--- src/rtl/seg7_scan_decoder.sv ---
// seg7_scan_decoder: recovers hex digits from a multiplexed active-high
// 4-digit seven-segment bus and presents complete frames over valid/ready.
// Optional feature macro: SEG7_DEC_BLANK_EN (all-off digit decodes as blank
// instead of an error; frame_blank is tied low when undefined).
module seg7_scan_decoder #(
  parameter int unsigned STABLE_CYCLES = 4
) (
  input  logic        clock,
  input  logic        reset,
  input  logic [6:0]  seg_in,
  input  logic [3:0]  dig_sel,
  output logic [15:0] frame_data,
  output logic [3:0]  frame_err,
  output logic [3:0]  frame_blank,
  output logic        out_valid,
  input  logic        out_ready,
  output logic        overrun
);

  localparam logic [7:0] STABLE_CNT  = 8'(STABLE_CYCLES);
  localparam logic [7:0] SAMPLE_PREV = 8'(STABLE_CYCLES - 1);

  typedef enum logic {COLLECT, PRESENT} state_e;

  logic [6:0]  seg_q;
  logic [3:0]  sel_q;
  logic [7:0]  cnt_q, cnt_d;
  logic        sel_onehot;
  logic        stable;
  logic        sample;

  logic [3:0]  dec_nib;
  logic        dec_err;

  logic [3:0]  cap_q;
  logic [15:0] work_data_q;
  logic [3:0]  work_err_q;
  logic        complete;

  state_e      state_q;

`ifdef SEG7_DEC_BLANK_EN
  logic        dec_blank;
  logic [3:0]  work_blank_q;
  logic [3:0]  frame_blank_q;
  assign frame_blank = frame_blank_q;
`else
  assign frame_blank = 4'b0000;
`endif

  // Register the segment bus and digit selects once.
  always_ff @(posedge clock) begin
    if (reset) begin
      seg_q <= 7'd0;
      sel_q <= 4'd0;
    end else begin
      seg_q <= seg_in;
      sel_q <= dig_sel;
    end
  end

  // Stability qualification: the incoming value becomes the registered pair
  // on this edge, so comparing against the current register detects a change
  // of the registered pair one cycle early enough to meet the sample timing.
  always_comb begin
    sel_onehot = (dig_sel != 4'd0) && ((dig_sel & (dig_sel - 4'd1)) == 4'd0);
    stable     = (seg_in == seg_q) && (dig_sel == sel_q) && sel_onehot;
    cnt_d      = 8'd0;
    if (stable) begin
      cnt_d = (cnt_q == STABLE_CNT) ? cnt_q : cnt_q + 8'd1;
    end
    sample     = stable && (cnt_q == SAMPLE_PREV);
  end

  // Stability counter, saturating at STABLE_CYCLES.
  always_ff @(posedge clock) begin
    if (reset) cnt_q <= 8'd0;
    else       cnt_q <= cnt_d;
  end

  // Segment pattern (g..a) back to a nibble.
  always_comb begin
    dec_nib = 4'h0;
    dec_err = 1'b0;
`ifdef SEG7_DEC_BLANK_EN
    dec_blank = 1'b0;
`endif
    case (seg_q)
      7'b0111111: dec_nib = 4'h0;
      7'b0000110: dec_nib = 4'h1;
      7'b1011011: dec_nib = 4'h2;
      7'b1001111: dec_nib = 4'h3;
      7'b1100110: dec_nib = 4'h4;
      7'b1101101: dec_nib = 4'h5;
      7'b1111101: dec_nib = 4'h6;
      7'b0000111: dec_nib = 4'h7;
      7'b1111111: dec_nib = 4'h8;
      7'b1101111: dec_nib = 4'h9;
      7'b1110111: dec_nib = 4'hA;
      7'b1111100: dec_nib = 4'hB;
      7'b1011000: dec_nib = 4'hC;
      7'b1011110: dec_nib = 4'hD;
      7'b1111001: dec_nib = 4'hE;
      7'b1110001: dec_nib = 4'hF;
`ifdef SEG7_DEC_BLANK_EN
      7'b0000000: dec_blank = 1'b1;
`endif
      default:    dec_err = 1'b1;
    endcase
  end

  assign complete = &cap_q;

  // Working frame: each sample overwrites its digit; a completed frame is
  // consumed (loaded or dropped) by clearing the captured bits.
  always_ff @(posedge clock) begin
    if (reset) begin
      cap_q       <= 4'd0;
      work_data_q <= 16'd0;
      work_err_q  <= 4'd0;
`ifdef SEG7_DEC_BLANK_EN
      work_blank_q <= 4'd0;
`endif
    end else begin
      cap_q <= (complete ? 4'd0 : cap_q) | (sample ? sel_q : 4'd0);
      for (int i = 0; i < 4; i++) begin
        if (sample && sel_q[i]) begin
          work_data_q[4*i +: 4] <= dec_nib;
          work_err_q[i]         <= dec_err;
`ifdef SEG7_DEC_BLANK_EN
          work_blank_q[i]       <= dec_blank;
`endif
        end
      end
    end
  end

  // Output FSM: load completed frames, hold them until accepted, flag drops.
  always_ff @(posedge clock) begin
    if (reset) begin
      state_q    <= COLLECT;
      out_valid  <= 1'b0;
      frame_data <= 16'd0;
      frame_err  <= 4'd0;
      overrun    <= 1'b0;
`ifdef SEG7_DEC_BLANK_EN
      frame_blank_q <= 4'd0;
`endif
    end else begin
      case (state_q)
        COLLECT: begin
          if (complete) begin
            frame_data <= work_data_q;
            frame_err  <= work_err_q;
`ifdef SEG7_DEC_BLANK_EN
            frame_blank_q <= work_blank_q;
`endif
            out_valid  <= 1'b1;
            state_q    <= PRESENT;
          end
        end
        PRESENT: begin
          if (complete && out_ready) begin
            frame_data <= work_data_q;
            frame_err  <= work_err_q;
`ifdef SEG7_DEC_BLANK_EN
            frame_blank_q <= work_blank_q;
`endif
            out_valid  <= 1'b1;
          end else if (complete) begin
            overrun    <= 1'b1;
          end else if (out_ready) begin
            out_valid  <= 1'b0;
            state_q    <= COLLECT;
          end
        end
        default: begin
          state_q   <= COLLECT;
          out_valid <= 1'b0;
        end
      endcase
    end
  end

endmodule
--- config.mk ---
export PLATFORM = sky130hd
export DESIGN_NAME = seg7_scan_decoder
export DESIGN_NICKNAME = d
export VERILOG_FILES = /design/src/rtl/seg7_scan_decoder.sv
export SDC_FILE = /design/constraint.sdc
export NUM_CORES = 1
export LEC_CHECK = 0
export ABC_AREA = 1
export CAP_MARGIN = 10
export CORE_AREA = 2 2 87 89
export CTS_BUF_LIST = sky130_fd_sc_hd__clkbuf_4
export DETAILED_ROUTE_END_ITERATION = 8
export DIE_AREA = 0 0 89 91
export GPL_ROUTABILITY_DRIVEN = 0
export PLACE_DENSITY_LB_ADDON = 0.3
export SLEW_MARGIN = 20
export SYNTH_ARGS = -nofsm -noshare
export SYNTH_HDL_FRONTEND = slang
export SYNTH_SLANG_ARGS = --single-unit
--- constraint.sdc ---
create_clock -name clock -period 4.89 [get_ports clock]
set_input_delay 0.489 -clock clock [delete_from_list [all_inputs] [get_ports clock]]
set_output_delay 0.489 -clock clock [all_outputs]
set_load 0.005 [all_outputs]
==> impl_metrics.csv, run 1 <==
group,metric,value,unit
route,wl_per_cell,10.5,µm
floorplan,die_x,89,µm
sta,tightest_slew,736,ps
synthesis,synth_area,3120,µm²
grt,grt-ovfl-total,0,
cts,clk_pin_slew_worst_paths,120,ps
pwr,p_seq_share,56.0,%
placed_design,dp_hpwl,4680,µm
grt,grt_max_degree,43,
cts,hold_buffers,0,
cts,cts_sinks,66,
grt,grt_usage,16.6,%
cts,cts-resized-gates,0,
cts,cts_max_level,3,
pwr,ir_drop,0.116,mV
cts,cts_setup_buffers,0,
setup_path,r2r_cells,7,
cts,cts_root_buf,"clkbuf_4",
placed_design,pre_cts_ws,2430,ps
pwr,intPower,725,µW
cts,clk_latency,400,ps
sta,skew,11.4,ps
sta,min_period,1970,ps
setup_path,end_kind,"flop",
route,drt-vias-per-instance,4.58,
synthesis,synth_common_cells,"116 x nand2_1, 97 x nor2_1, 66 x dfxtp_1, 55 x inv_1, 27 x a21oi_1",
sta,report.final.slew_viol_count,0,
setup_path,required,5190,ps
grt,grt_antenna_before_repair,0,
synthesis,yosysTopAreaCell,"dfxtp_1",
sta,worst_slack,2920,ps
finish,regArea,1320,µm²
hold_path,hp-class,"flop to flop",
pwr,pwr-share-comb,6.4,%
sta,fin_tns_setup,0,ps
pwr,power_density,268,nW/µm²
grt,grt_pass1_wl,10600,µm
finish,layout.cells.non_filler,598,
sta,fin_crit_sh,40.3,%
setup_path,crit_fanout,11,
pwr,netSwitchingPower,258,µW
finish,synthToLayoutAreaGrowth,17.4,%
setup_path,rr_startpoint,"cnt_q[0]$_SDFFE_PP0P_",
sta,setup_viol,0,
pwr,leakage,1.78,nW
synthesis,yosysUniqueCellTypes,28,
pwr,p_sw_share,26.2,%
status,outcome,"complete, no violations",
grt,busiest_layer,"met2",
cts,cts_buffers,9,
floorplan,num_rows,31,
setup_path,reg2reg_to,"work_data_q[6]$_SDFFE_PP0P_",
synthesis,synth-seq-cells,66,
floorplan,io_pins,40,
finish,final_layout_size_suffix_gt1_share,7.01,%
hold_path,min-delay-start,"work_err_q[2]$_SDFFE_PP0P_",
route,final_antenna_net_count,0,
route,first_iter_violations,97,
pwr,power_frac_clock,37.6,%
floorplan,dieArea,8100,µm²
grt,use_met2,26.4,%
setup_path,start_kind,"flop",
hold_path,min_path_cells,2,
synthesis,synth_top_area_share,42.3,%
setup_path,critical_path_class,"flop to flop",
route,vias,2737,
hold_path,whs_endpoint,"frame_err[2]$_SDFFE_PP0P_",
finish,layout.nets,510,
finish,diodes,0,
synthesis,dominantRegCellSynth,"dfxtp_1",
route,dr.pass1.iters,4,
synthesis,syn_area_per_cell,6.78,µm²
finish,multi_input_area,1500,µm²
synthesis,ys_seq_area_share,42.3,%
placed_design,portBuffers,35,
synthesis,synth_most_common_cell,"nand2_1",
synthesis,syn_inst,461,
placed_design,dp_cells,582,
sta,finalHoldViolations,0,
floorplan,coreArea,7140,µm²
grt,grt_util_met1,21.9,%
route,drc,0,
setup_path,regToRegSetupSlack,2920,ps
grt,grt_pass1_vias,2403,
grt,met3_usage,2.73,%
finish,n_fill_cell,769,
cts,clockBufferDepth,2,
synthesis,synthTopCellsByArea,"dfxtp_1 42%, nand2_1 14%, nor2_1 12%, inv_1 6.6%, a21oi_1 4.3%",
cts,cts_tree,"done",
sta,slew_headroom,50.7,%
synthesis,yosysWarningCount,0,
sta,max_freq,0.508,GHz
flow_run,cap_violations,0,
setup_path,crit_arrival,2270,ps
floorplan,start_util,43.8,%
synthesis,async_flop_share,0,%
synthesis,synth_edf_count,0,
finish,final_core_util,51.4,%
route,wl,6280,µm
sta,rsz0062_at_grt,"false",
floorplan,die_y,91,µm
-- area by class of cell --
| cell class | count | area share, % |
|---|---|---|
| clock inverter | 7 | 2.08 |
| sequential | 66 | 36.0 |
| tap | 99 | 3.38 |
| multi-input combinational | 321 | 40.8 |
| clock buffer | 9 | 1.84 |
| inverter | 60 | 6.14 |
| timing repair buffer | 36 | 9.75 |
-- kinds of logic (layout without fill, tap and decap cells) --
kind of cell	count (synthesis)	in the layout	share of synthesized area [%]
and+or+nand+nor	257	257	36.4
AOI/OAI and AO/OA	53	53	8.53
xor gates and xnor gates	5	5	1.40
DFF	66	66	42.3
other	1	4	0.120
buffers and inverters	77	112	10.4
adders and majority gates	2	2	0.801
-- power groups by stage --
stage | Sequential (mW) | Clock [mW] | Combinational (mW)
4_1_cts | 0.550 | 0.382 | 0.0632
6_report | 0.550 | 0.369 | 0.0629
3_5_place_dp | 0.562 | 0 | 0.0630
2_1_floorplan | 0.559 | 0 | 0.0470
3_3_place_gp | 0.562 | 0 | 0.0621
5_1_grt | 0.551 | 0.404 | 0.0719
-- layer usage --
layer / routed length, µm / vias to the layer above
li1: - / 1490
met1: 3100 / 1187
met2: 2890 / 50
met3: 187 / 10
met4: 106 / 0
met5: 0 / -
-- registers in the layout, indices dropped and copies added (netlist names), 4 cells and up --
| signal | count |
|---|---|
| frame_data | 16 |
| work_data_q | 16 |
| cnt_q | 8 |
| seg_q | 7 |
| cap_q | 4 |
| frame_err | 4 |
| sel_q | 4 |
| work_err_q | 4 |
-- critical path: stages, from the launching register on --
cell,delay (ps)
dfxtp_1,430
ha_1,200
inv_1,60
or2_4,240
nor3_4,360
nand4_2,340
nor2_1,190
nor2_1,70
-- cell usage in the layout (no fill, tap or decap), types with 5 or more instances in the layout --
cell type and instances:
nand2_1 116, clkbuf_4 9, clkdlybuf4s50_1 35, inv_1 55, nand4_1 8, a21oi_1 27
nor2_1 96, o21ai_0 25, nand3_1 19, dfxtp_1 66, inv_2 5
-- per-stage QoR --
| step | total power [mW] | area (µm²) | hold WS [ps] |
|---|---|---|---|
| after detailed placement | 0.625 | 3520 | 446 |
| final | 0.983 | 3670 | 457 |
| after CTS | 0.996 | 3660 | 454 |
| after global placement | 0.624 | 3520 | 438 |
| after floorplan | 0.606 | 3140 | 430 |
| after global routing | 1.03 | 3670 | 476 |
-- worst max path at each step --
stage,start,end,slack [ps],depth (start not counted)
5_1_grt,cnt_q[1]$_SDFFE_PP0P_,work_data_q[7]$_SDFFE_PP0P_,2740,8
2_1_floorplan,cnt_q[0]$_SDFFE_PP0P_,work_err_q[1]$_SDFFE_PP0P_,3190,8
4_1_cts,cap_q[2]$_SDFF_PP0_,frame_data[8]$_SDFFE_PP0P_,2810,5
3_3_place_gp,out_ready,frame_data[8]$_SDFFE_PP0P_,2500,6
3_5_place_dp,out_ready,frame_data[8]$_SDFFE_PP0P_,2430,6
6_report,cnt_q[0]$_SDFFE_PP0P_,work_data_q[6]$_SDFFE_PP0P_,2920,7
Note: power is estimated with default switching activity, not from simulation.
==> run 2, diff against run 1 <==
==> constraint.sdc (replaced) <==
create_clock -name clock -period 1.7 [get_ports clock]
set_input_delay 0.17 -clock clock [delete_from_list [all_inputs] [get_ports clock]]
set_output_delay 0.17 -clock clock [all_outputs]
set_load 0.005 [all_outputs]
==> run 2 against run 1 <==
Sequential share of layout area shrank 3.3 points. Maximum frequency up 21%. Clock skew increased by 2.9 ps. Power grew to 3.0 times the previous value. Combinational power increased to 4.1 times the previous value. Critical path type unchanged. Largest cell class unchanged.
==> impl_metrics.csv, run 2 (synthesis results as in run 1) <==
group,metric,value,unit
status,outcome,"complete, no violations",
finish,final_common_cell,"nand2_1",
sta,report.final.slew_viol_count,0,
floorplan,num_rows,31,
cts,clk_pin_slew_worst_paths,120,ps
route,drt-vias-per-instance,4.61,
pwr,ir_drop,0.409,mV
route,vias,2961,
sta,fin_tns_setup,0,ps
route,final_antenna_net_count,0,
grt,grt_pass1_wl,11100,µm
cts,clk_latency,410,ps
grt,met3_usage,2.73,%
grt,grt_pass1_vias,2591,
flow_run,cap_violations,0,
finish,diodes,0,
grt,grt_usage,17.1,%
sta,min_period,1630,ps
finish,final_cell_area,4070,µm²
pwr,leakage,2.01,nW
placed_design,dp_hpwl,4930,µm
sta,finalHoldViolations,0,
grt,use_met2,27.1,%
finish,final_layout_size_suffix_gt1_share,17.3,%
route,first_iter_violations,149,
floorplan,dieArea,8100,µm²
sta,fin_crit_sh,95.9,%
setup_path,end_kind,"flop",
setup_path,crit_arrival,1990,ps
setup_path,critical_path_class,"flop to flop",
floorplan,coreArea,7140,µm²
setup_path,required,2060,ps
finish,synthToLayoutAreaGrowth,30.3,%
cts,cts_root_buf,"clkbuf_4",
floorplan,die_x,89,µm
finish,layout.nets,554,
grt,grt_util_met1,22.6,%
cts,cts_tree,"done",
grt,grt_antenna_before_repair,0,
route,wl,6710,µm
grt,busiest_layer,"met2",
route,dr.pass1.iters,5,
cts,cts_buffers,9,
setup_path,start_kind,"flop",
cts,cts_max_level,3,
floorplan,io_pins,40,
placed_design,portBuffers,35,
cts,cts_sinks,66,
hold_path,hp-class,"primary input to flop",
sta,max_freq,0.613,GHz
finish,largestRegisters,"frame_data x16, work_data_q x16, cnt_q x8",
finish,layout_common_cells,"114 x nand2_1, 93 x nor2_1, 60 x dfxtp_1",
sta,holdWs,322,ps
sta,skew,14.3,ps
sta,rsz0062_at_grt,"true",
grt,grt_max_degree,43,
grt,grt-ovfl-total,0,
setup_path,crit_fanout,8,
route,drc,0,
placed_design,placement.cell_area,3860,µm²
sta,setup_viol,0,
pwr,power_density,716,nW/µm²
floorplan,start_util,43.8,%
route,wl_per_cell,10.5,µm
floorplan,die_y,91,µm
cts,clockBufferDepth,2,
[run 2: final cells by class]
cell class	instances	area [µm²]
Clock inverter	7	78.8
Fill cell	700	3070
Multi-Input combinational cell	322	1530
Timing Repair Buffer	79	709
Clock buffer	9	67.6
Tap cell	99	124
Inverter	60	225
Sequential cell	66	1330
[run 2: worst paths after layout]
| check | slack (ps) | to | cells past startpoint | start |
|---|---|---|---|---|
| setup / recovery | 70 | work_data_q[1]$_SDFFE_PP0P_ | 9 | cnt_q[1]$_SDFFE_PP0P_ |
| hold / removal | 320 | seg_q[3]$_SDFF_PP0_ | 3 | seg_in[3] |
| setup reg to reg | 70 | work_data_q[1]$_SDFFE_PP0P_ | 9 | cnt_q[1]$_SDFFE_PP0P_ |
| hold reg to reg | 450 | frame_data[4]$_SDFFE_PP0P_ | 2 | work_data_q[4]$_SDFFE_PP0P_ |
[run 2: where the power goes]
group	leakage [nW]	total, mW	internal (mW)	switching, mW
registers	0.537	1.58	1.56	0.0156
logic	1.39	0.256	0.120	0.136
clock network	0.0740	1.08	0.459	0.623
[run 2: per-layer routing]
layer  share of wire (%)  up-vias
met2                  47       62
met5                   0        -
met3                 3.1       13
met4                 1.7        0
met1                  48     1297
li1                    -     1589
[run 2: per-stage QoR]
step	util (%)	power (mW)	worst slack, ps	instances
after floorplan	-	1.74	1.96	464
after global placement	54.1	1.86	-128	624
after detailed placement	54.1	1.86	-184	624
after CTS	56.1	2.95	12.4	640
after global routing	57.0	3.04	-22.1	642
final	57.0	2.91	69.4	642
[run 2: timing repair]
action | 4_1_cts | 5_1_grt
setup buffers | 0 | 1
resized for setup | 0 | 18
hold buffers | 0 | 0
endpoints found under the setup margin | 0 | 27
[run 2: worst max-delay path: stages (launching register included)]
cell     delay [ps]
dfxtp_2         370
ha_4            140
inv_2            30
or2_4           230
nor3_4          220
buf_6           180
nand4_4         150
nand2_1         110
nand2_1          50
nor2_1           90
==> run 3, diff against run 2 <==
--- a/config.mk
+++ b/config.mk
@@ -12,6 +12,7 @@
 export DETAILED_ROUTE_END_ITERATION = 8
 export DIE_AREA = 0 0 89 91
 export GPL_ROUTABILITY_DRIVEN = 0
+export HOLD_SLACK_MARGIN = 0.02
 export PLACE_DENSITY_LB_ADDON = 0.3
 export SLEW_MARGIN = 20
 export SYNTH_ARGS = -nofsm -noshare
==> results of run 3 <==
Final layout, timing and power as in run 2 (identical DEF).
